[src/rtl/datapath_sequencer.sv]
// Multi-cycle control FSM that steps the register-file/ALU datapath through one
// 16-bit instruction per start strobe, then pulses done (with err for bad encodings).
module datapath_sequencer #(
  parameter int unsigned WIDTH = 16
) (
  input  logic             clk,
  input  logic             reset,
  input  logic             s,
  input  logic [15:0]      instr,
  output logic             w,
  output logic [2:0]       readnum,
  output logic [2:0]       writenum,
  output logic             write,
  output logic             loada,
  output logic             loadb,
  output logic             loadc,
  output logic             loads,
  output logic             asel,
  output logic             bsel,
  output logic [1:0]       vsel,
  output logic [1:0]       shift,
  output logic [1:0]       aluop,
  output logic [WIDTH-1:0] sximm8,
  output logic             done,
  output logic             err
);

  typedef enum logic [2:0] {
    StIdle, StDecode, StWrImm, StLdA, StLdB, StExec, StWrReg, StDone
  } state_e;

  state_e      state_q, state_d;
  logic [15:0] ir_q;

  logic [2:0] opcode, rn, rd, rm;
  logic [1:0] op, sh;
  logic       is_movi, is_movr, is_alu, is_cmp, is_mvn, illegal;

  assign opcode = ir_q[15:13];
  assign op     = ir_q[12:11];
  assign rn     = ir_q[10:8];
  assign rd     = ir_q[7:5];
  assign sh     = ir_q[4:3];
  assign rm     = ir_q[2:0];

  assign is_movi = (opcode == 3'b110) && (op == 2'b10);
  assign is_movr = (opcode == 3'b110) && (op == 2'b00);
  assign is_alu  = (opcode == 3'b101);
  assign is_cmp  = is_alu && (op == 2'b01);
  assign is_mvn  = is_alu && (op == 2'b11);
  assign illegal = !(is_movi || is_movr || is_alu);

  assign sximm8 = {{(WIDTH-8){ir_q[7]}}, ir_q[7:0]};

  always_ff @(posedge clk or posedge reset) begin
    if (reset) begin
      state_q <= StIdle;
      ir_q    <= '0;
    end else begin
      state_q <= state_d;
      // IR is only written on acceptance, so it holds steady while busy.
      if (state_q == StIdle && s) ir_q <= instr;
    end
  end

  always_comb begin
    state_d  = state_q;
    w        = 1'b0;
    readnum  = 3'd0;
    writenum = 3'd0;
    write    = 1'b0;
    loada    = 1'b0;
    loadb    = 1'b0;
    loadc    = 1'b0;
    loads    = 1'b0;
    asel     = 1'b0;
    bsel     = 1'b0;
    vsel     = 2'b00;
    shift    = 2'b00;
    aluop    = 2'b00;
    done     = 1'b0;
    err      = 1'b0;

    unique case (state_q)
      StIdle: begin
        w = 1'b1;
        if (s) state_d = StDecode;
      end
      StDecode: begin
        if (illegal)                 state_d = StDone;
        else if (is_movi)            state_d = StWrImm;
        else if (is_movr || is_mvn)  state_d = StLdB;
        else                         state_d = StLdA;
      end
      StWrImm: begin
        writenum = rn;
        vsel     = 2'b10;
        write    = 1'b1;
        state_d  = StDone;
      end
      StLdA: begin
        readnum = rn;
        loada   = 1'b1;
        state_d = StLdB;
      end
      StLdB: begin
        readnum = rm;
        loadb   = 1'b1;
        state_d = StExec;
      end
      StExec: begin
        shift = sh;
        if (is_movr) begin
          asel  = 1'b1;
          aluop = 2'b00;
        end else if (is_mvn) begin
          asel  = 1'b1;
          aluop = 2'b11;
        end else begin
          aluop = op;
        end
        if (is_cmp) begin
          loads   = 1'b1;
          state_d = StDone;
        end else begin
          loadc   = 1'b1;
          state_d = StWrReg;
        end
      end
      StWrReg: begin
        writenum = rd;
        write    = 1'b1;
        state_d  = StDone;
      end
      StDone: begin
        done    = 1'b1;
        err     = illegal;
        state_d = StIdle;
      end
      default: state_d = StIdle;
    endcase
  end

endmodule

[config.mk]
export PLATFORM = sky130hd
export DESIGN_NAME = datapath_sequencer
export DESIGN_NICKNAME = d
export VERILOG_FILES = /design/src/rtl/datapath_sequencer.sv
export SDC_FILE = /design/constraint.sdc
export NUM_CORES = 1
export LEC_CHECK = 0
export ABC_AREA = 1
export CORE_ASPECT_RATIO = 0.7
export CORE_MARGIN = 2
export CORE_UTILIZATION = 30
export CTS_BUF_LIST = sky130_fd_sc_hd__clkbuf_2
export DETAILED_ROUTE_END_ITERATION = 10
export GPL_TIMING_DRIVEN = 1
export PLACE_DENSITY_LB_ADDON = 0.2
export SLEW_MARGIN = 30
export SYNTH_ARGS = -nofsm -noshare
export SYNTH_HDL_FRONTEND = slang
export SYNTH_SLANG_ARGS = --single-unit
[constraint.sdc]
create_clock -name clk -period 1.7 [get_ports clk]
set_input_delay 0.51 -clock clk [delete_from_list [all_inputs] [get_ports clk]]
set_output_delay 0.51 -clock clk [all_outputs]
set_load 0.03 [all_outputs]
Word-level counts from Yosys, hierarchy flattened
Cells that the tools add are included.
Word-level totals
  flip-flop bits (word level): 19
  input port bits: 19
  output and inout bits: 38
  word-level logic and storage cells: 53
Operators by class
  equality and inequality tests: 13
  multiplexer cells: 26
  reduce and logical (&&, ||, !) cells: 12
Operators by type and width (count)
  $pmux 3 s7: 1
  $eq 3x3->1 const B: 6
  $mux 1: 14
  $mux 3: 4
  $pmux 3 s2: 2
  $mux 2: 5
  $eq 3x2->1 const B: 2
  $logic_and 1x1->1: 5
  $eq 2x2->1 const B: 2
  $eq 3x1->1 const B: 1
  $logic_not 3->1: 1
  $logic_or 1x1->1: 3
  $eq 2x1->1 const B: 1
  $logic_not 2->1: 1
  $ne 2x2->1 const B: 1
  $reduce_or 2->1: 1
  $logic_not 1->1: 1

Depth between registers and ports, before layout
Gate-level depths: netlist (run 1).
  word-level depth: 7
  depth in mapped cells: 7
  depth with buffers taken out: 7

Worst setup path before layout (run 1)
OpenSTA, ideal clock, no wires.
  path kind: reg-to-output
  start point: register state_q[0]
  end point: output port writenum[0]
  arrival time: 1.752 ns
  required time: 1.190 ns
  slack: -0.562 ns
  stages on the path, launching flop included: 5
  buffers on the path: 1
  path through: dfrtp_1 -> buf_4 -> nor2_1 -> nand2_1 -> o22ai_1
Between the ends
  word-level cells in the longest chain between the ends: 2
  elaborated cells on any way between the ends: 3
  those cells by class: 2 x eq/ne; 1 x mux
Ends and longest elaborated chain
  from (decl): line 32  | state_e state_q, state_d;
  from (signal assigned): line 57  | state_q <= StIdle;
  from (signal assigned): line 60  | state_q <= state_d;
  $eq 3x3->1 / $eq 3x2->1 (equally long branches): line 84  | unique case (state_q)
  $pmux 3 s2 *: line 84
  to (decl): line 12  | output logic [2:0] writenum,
Every way passes the cells marked *; elsewhere a longest branch is shown, timed or not.

Worst setup path after layout (run 1)
  start point: register state_q[1]
  end point: output port writenum[0]
Same word-level chain as after synthesis.

==> impl_metrics.csv, run 1 <==
group,metric,value,unit
yosys,syn-cell-area,1190,um2
worst_setup_path,worstPathMaxFanout,3,
routing,antenna_left,0,
floorplan,dieArea,4510,um2
worst_setup_path,critical-path-max-stage-delay,0.41,ns
worst_setup_path,crit_family,"flip-flops",
worst_setup_path,cp_slowest_cell,"dfrtp_1",
routing,dr.pass1.iters,4,
pwr,p_leak,0.00102,uW
clock_network,cts.clk_slew.worst_paths,0.20,ns
routing,routed_wl,3.10,mm
yosys,synth.yosys.seq_area_share,39.8,%
worst_setup_path,path_cells,"inv_2, buf_12, nor2_4, nand2_4, o22ai_4, buf_6",
worst_setup_path,crit_buf_inv,3,
sta,fin_skew,0.0160,ns
clock_network,cts_buffers,3,
worst_setup_path,cp.arrival,1.45,ns
sta,fin_crit_sh,116,%
outcome,status,"finished with violations",
yosys,synth_cells,155,
routing,drt_iter0_markers,41,
cells_and_area,n_antenna_cell,0,
cells_and_area,synthToLayoutAreaGrowth,65.1,%
flow_run,drv_cap,0,
clock_network,clock_latency,0.32,ns
global_route,grtUsageTotal,14.8,%
floorplan,fp.dieH,56.8,um
hold_path,min_path_type,"primary input to asynchronous set/reset pin",
yosys,yosys_warnings,0,
pwr,irDropWorstVdd,0.972,mV
clock_network,h-tree-depth,1,
worst_setup_path,cp-start-kind,"flip-flop",
routing,num_vias,1114,
sta,drv_slew,0,
routing,routedWlPerCell,11.6,um
placed_design,numPortBuffers,54,
cells_and_area,multi_input_area,609,um2
global_route,grt_max_degree,29,
worst_setup_path,required,1.19,ns
global_route,grt.overflow.total,0,
sta,rsz0062_at_grt,"true",
worst_setup_path,worstRegToRegCells,13,
cells_and_area,nets,236,
global_route,antenna_found_initial,0,
sta,timing.fmax,509,MHz
outcome,failed_checks,"setup timing",
worst_setup_path,r2r_slack,-0.12,ns
clock_network,hold_buffers,0,
worst_setup_path,reg2reg_to,"state_q[0]",
sta,finalSetupViolations,21,
clock_network,cts_tree,"done",
cells_and_area,seqCellArea,477,um2
sta,hold_viol,0,
placed_design,gp_congestion,0.773,
yosys,synth_cell_types,16,
routing,vias_per_cell,4.16,
cells_and_area,fill_cells,367,
yosys,ys_ff_latch,19,
floorplan,initial_core_util,30.8,%
cells_and_area,final_layout_size_suffix_gt1_share,46.3,%
floorplan,rows,19,
sta,period_needed,1.96,ns
clock_network,cts-root-buf,"clkbuf_2",
placed_design,place_ws,0.00176,ns
clock_network,clock-sinks,19,
routing,drc,0,
global_route,grt_pass1_wl,5.18,mm
worst_setup_path,cp-end-kind,"primary output",
floorplan,io_pins,57,
worst_setup_path,r2r_start,"state_q[1]",
global_route,first_global_vias,1147,
worst_setup_path,path_class,"flip-flop to primary output",
pwr,power_density,1950,nW/um2
clock_network,cts_buffer_depth,2,
floorplan,die_w,79.4,um
cells_and_area,finish.utilization,50.9,%
sta,setup_ws,-0.264,ns
placed_design,hpwlAfterDp,2.37,mm
floorplan,core_area,3870,um2
yosys,syn_area_per_cell,7.70,um2
cells by family (layout without fill, tap and decap cells):
kind of cell	count (synthesis)	after routing	synth area share (%)
simple gates	68	68	25.3
buf+inv	46	106	21.7
compound gates	21	21	12.9
flops	19	19	39.8
other cells	1	2	0.314
synth_stat cells:
library cell  number  share of area, %
conb_1             1              0.31
inv_1             23               7.2
o21ai_0            4               1.7
o22ai_1            3               1.6
nor2_8             1               1.7
nand2_4            2               1.9
buf_4             19                12
dfrtp_1           19                40
a21oi_2           12               8.8
and2_1             1              0.52
nand2_1           22               6.9
nand3_1           10               4.2
nor2_1            32                10
buf_6              2               1.9
inv_2              2              0.63
a21oi_1            2              0.84
cell usage in the layout (no fill, tap or decap), drive strengths merged:
| cell type | synthesis | layout |
|---|---|---|
| buf | 21 | 52 |
| nor2 | 33 | 33 |
| inv | 25 | 25 |
| nand2 | 24 | 24 |
| dfrtp | 19 | 19 |
| clkdlybuf4s50 | 0 | 18 |
| a21oi | 14 | 14 |
| nand3 | 10 | 10 |
| dlygate4sd2 | 0 | 6 |
| o21ai | 4 | 4 |
| clkbuf | 0 | 4 |
| o22ai | 3 | 3 |
| conb | 1 | 2 |
| and2 | 1 | 1 |
| clkdlybuf4s15 | 0 | 1 |
tightest hold or removal path, cell delays in order:
cell and delay, ns:
clkdlybuf4s50_1 0.40, inv_1 0.05, buf_4 0.25
final cells by class:
type / count / share of cell area (%)
Timing Repair Buffer: 77 / 35.8
Multi-Input combinational cell: 91 / 30.9
Sequential cell: 19 / 24.2
Inverter: 25 / 4.76
Tap cell: 52 / 3.30
Clock buffer: 4 / 1.02
timing repair:
| item | CTS | global route |
|---|---|---|
| gates resized for setup | 39 | 10 |
| endpoints found under the setup margin | 27 | 26 |
| buffers inserted | 13 | 0 |
| pin swaps | 6 | 2 |
| cloned | 0 | 0 |
how the worst max path moves through the flow:
stage	start	end	slack (ns)	depth (start not counted)
final	state_q[1]	writenum[0]	-0.26	6
after CTS	state_q[0]	writenum[0]	-0.29	5
after global placement	state_q[1]	writenum[1]	0.03	6
after global routing	state_q[0]	readnum[2]	-0.37	7
after detailed placement	state_q[1]	aluop[1]	0.002	6
after floorplan	state_q[0]	writenum[0]	-0.06	4
sequential cells by signal, summed over array words and instances (netlist names):
register and flops:
state_q 3, ir_q 16
stage by stage:
step / setup TNS, ns / area, um2 / hold slack (ns) / power, uW / instances
2_1_floorplan: -0.211 / 1260 / 0.461 / 2630 / 156
3_3_place_gp: 0 / 1720 / 0.495 / 3280 / 251
3_5_place_dp: 0 / 1720 / 0.500 / 3320 / 251
4_1_cts: -4.56 / 1930 / 0.495 / 3800 / 268
5_1_grt: -6.37 / 1970 / 0.502 / 4090 / 268
6_report: -4.01 / 1970 / 0.484 / 3840 / 268
power breakdown:
part           switching, uW  leakage (uW)  total (uW)  internal [uW]
combinational           1700      0.000794        2820           1120
sequential               154      0.000211         811            657
clock                    146     0.0000166         208           62.3
metal layers:
layer / part of all wire (%) / global-route usage, % / up-vias / wire [um]
met5: 0 / 0 / - / 0
met4: 0.68 / 2.22 / 0 / 21
met3: 6.8 / 4.82 / 5 / 212
met2: 46 / 23.8 / 43 / 1430
met1: 46 / 19.7 / 492 / 1440
li1: - / - / 574 / -
(Power assumes the default switching activity.)
==> run 2: changes to the inputs <==
--- a/config.mk
+++ b/config.mk
@@ -9,9 +9,9 @@
 export CORE_ASPECT_RATIO = 0.7
 export CORE_MARGIN = 2
 export CORE_UTILIZATION = 30
-export CTS_BUF_LIST = sky130_fd_sc_hd__clkbuf_2
 export DETAILED_ROUTE_END_ITERATION = 10
 export GPL_TIMING_DRIVEN = 1
+export MAX_ROUTING_LAYER = met4
 export PLACE_DENSITY_LB_ADDON = 0.2
 export SLEW_MARGIN = 30
 export SYNTH_ARGS = -nofsm -noshare
==> impl_metrics.csv, run 2 (synthesis results as in run 1) <==
group,metric,value,unit
cells_and_area,reg_top3,"ir_q: 16 flops, state_q: 3 flops",
cells_and_area,nets,235,
routing,vias_per_cell,4.21,
cells_and_area,final_common_cell,"buf_4",
sta,rsz0062_at_grt,"true",
pwr,combPwrFrac,71.4,%
hold_path,min_path_type,"flip-flop to flip-flop",
pwr,clock_power_share,8.1,%
sta,fin_crit_sh,111,%
flow_run,drv_cap,0,
worst_setup_path,cp_slowest_cell,"dfrtp_1",
worst_setup_path,crit_buf_inv,2,
outcome,failed_checks,"setup timing",
pwr,p_sw_share,50.7,%
global_route,grt_pass1_wl,5.11,mm
worst_setup_path,cp.arrival,1.37,ns
worst_setup_path,r2r_start,"ir_q[13]",
worst_setup_path,path_cells,"buf_6, nor2_4, nand2_4, o22ai_4, buf_6",
floorplan,io_pins,57,
sta,timing.fmax,532,MHz
worst_setup_path,cp-end-kind,"primary output",
worst_setup_path,reg2reg_to,"state_q[0]",
pwr,seqPwrFrac,20.5,%
worst_setup_path,critical-path-max-stage-delay,0.40,ns
sta,setup_ws,-0.181,ns
placed_design,gp_congestion,0.783,
worst_setup_path,cp.depth,5,
routing,routed_wl,3.10,mm
cells_and_area,seqCellArea,475,um2
clock_network,clock_latency,0.25,ns
sta,finalSetupViolations,20,
pwr,internal-power,1920,uW
routing,drt_iter0_markers,32,
worst_setup_path,cp-start-kind,"flip-flop",
worst_setup_path,worstPathMaxFanout,3,
clock_network,cts_buffer_depth,2,
sta,fin_skew,0.00167,ns
placed_design,hpwlAfterDp,2.37,mm
sta,hold_viol,0,
global_route,first_global_vias,1125,
placed_design,numPortBuffers,54,
routing,drc,0,
pwr,p_switching,1970,uW
routing,routedWlPerCell,11.6,um
cells_and_area,synthToLayoutAreaGrowth,64.8,%
floorplan,core_area,3870,um2
floorplan,fp.dieH,56.8,um
clock_network,hold_buffers,0,
floorplan,initial_core_util,30.8,%
pwr,irDropWorstVdd,0.955,mV
routing,num_vias,1124,
clock_network,cts_tree,"done",
clock_network,cts.clk_slew.worst_paths,0.07,ns
worst_setup_path,crit_top_cell,"buf_6",
global_route,grtUsageTotal,15.0,%
cells_and_area,final_cell_mix,"buf_4, nor2_1, nand2_1, dfrtp_1",
global_route,grt.overflow.total,0,
worst_setup_path,r2r_slack,-0.12,ns
clock_network,cts_buffers,3,
cells_and_area,final_layout_size_suffix_gt1_share,44.7,%
global_route,antenna_found_initial,0,
floorplan,dieArea,4510,um2
floorplan,die_w,79.4,um
hold_path,hold_start,"ir_q[0]",
cells_and_area,largest_reg_flops,16,
cells_and_area,n_antenna_cell,0,
hold_path,min_to,"ir_q[0]",
clock_network,h-tree-depth,1,
hold_path,holdPathStages,2,
cells_and_area,fill_cells,365,
cells_and_area,regMostFlops,"ir_q",
worst_setup_path,worstRegToRegCells,12,
clock_network,clock-sinks,19,
routing,dr.pass1.iters,4,
sta,period_needed,1.88,ns
global_route,grt_max_degree,29,
sta,whs,0.514,ns
clock_network,cts-root-buf,"clkbuf_8",
pwr,power_density,1980,nW/um2
outcome,status,"finished with violations",
sta,drv_slew,0,
worst_setup_path,crit_family,"flip-flops",
worst_setup_path,path_class,"flip-flop to primary output",
worst_setup_path,required,1.19,ns
cells_and_area,multi_input_area,594,um2
pwr,p_leak,0.00102,uW
floorplan,rows,19,
routing,antenna_left,0,
cells_and_area,finish.utilization,50.8,%
==> run 2: worst max-delay path by stage <==
stage	from	endpoint	slack [ns]
after floorplan	state_q[0]	writenum[0]	-0.06
after global placement	state_q[1]	writenum[1]	0.03
after detailed placement	state_q[1]	aluop[1]	0.002
after CTS	state_q[0]	writenum[0]	-0.19
after global routing	state_q[0]	readnum[2]	-0.25
final	state_q[0]	writenum[2]	-0.18
==> run 2: cell type report <==
type / count / share of cell area [%]
multi-input cells: 91 / 30.2
well taps: 52 / 3.31
inverters: 25 / 4.77
flip-flops and latches: 19 / 24.2
repair buffers: 76 / 35.2
clock buffers: 4 / 2.29
==> run 2: power groups by stage <==
| stage | clock network [uW] | registers (uW) | logic (uW) |
|---|---|---|---|
| 4_1_cts | 321 | 796 | 2770 |
| 6_report | 315 | 798 | 2780 |
| 2_1_floorplan | 0 | 781 | 1840 |
| 5_1_grt | 350 | 820 | 2980 |
| 3_5_place_dp | 0 | 796 | 2520 |
| 3_3_place_gp | 0 | 792 | 2490 |
==> run 2: metrics by stage <==
stage | setup slack (ns) | cell area, um2 | setup TNS (ns) | power [uW] | std cells
after floorplan | -0.0563 | 1260 | -0.211 | 2630 | 156
after global routing | -0.248 | 1970 | -3.90 | 4150 | 267
final | -0.181 | 1970 | -2.30 | 3900 | 267
after global placement | 0.0268 | 1720 | 0 | 3280 | 251
after detailed placement | 0.00176 | 1720 | 0 | 3320 | 251
after CTS | -0.194 | 1940 | -2.62 | 3890 | 267
==> run 2: timing repair <==
| item | 4_1_cts | 5_1_grt |
|---|---|---|
| endpoints found under the setup margin | 26 | 22 |
| resized for setup | 36 | 7 |
| pin swaps | 6 | 1 |
| setup buffers | 12 | 0 |
==> run 2: routing by layer <==
metal,wire (um),vias up,global-route usage (%)
li1,-,574,-
met2,1430,39,23.5
met4,8,0,1.97
met1,1460,509,19.7
met3,207,2,4.82
met5,0,-,-
==> run 2: worst register-to-register path: stages (launching register included) <==
cell and delay, ns:
dfrtp_1 0.43, nand2_1 0.09, nor2_1 0.19, nand3_1 0.14
buf_4 0.15, buf_4 0.12, buf_4 0.12, buf_4 0.12
buf_4 0.12, buf_4 0.12, nand2_1 0.05, nor2_1 0.05
nor2_1 0.08
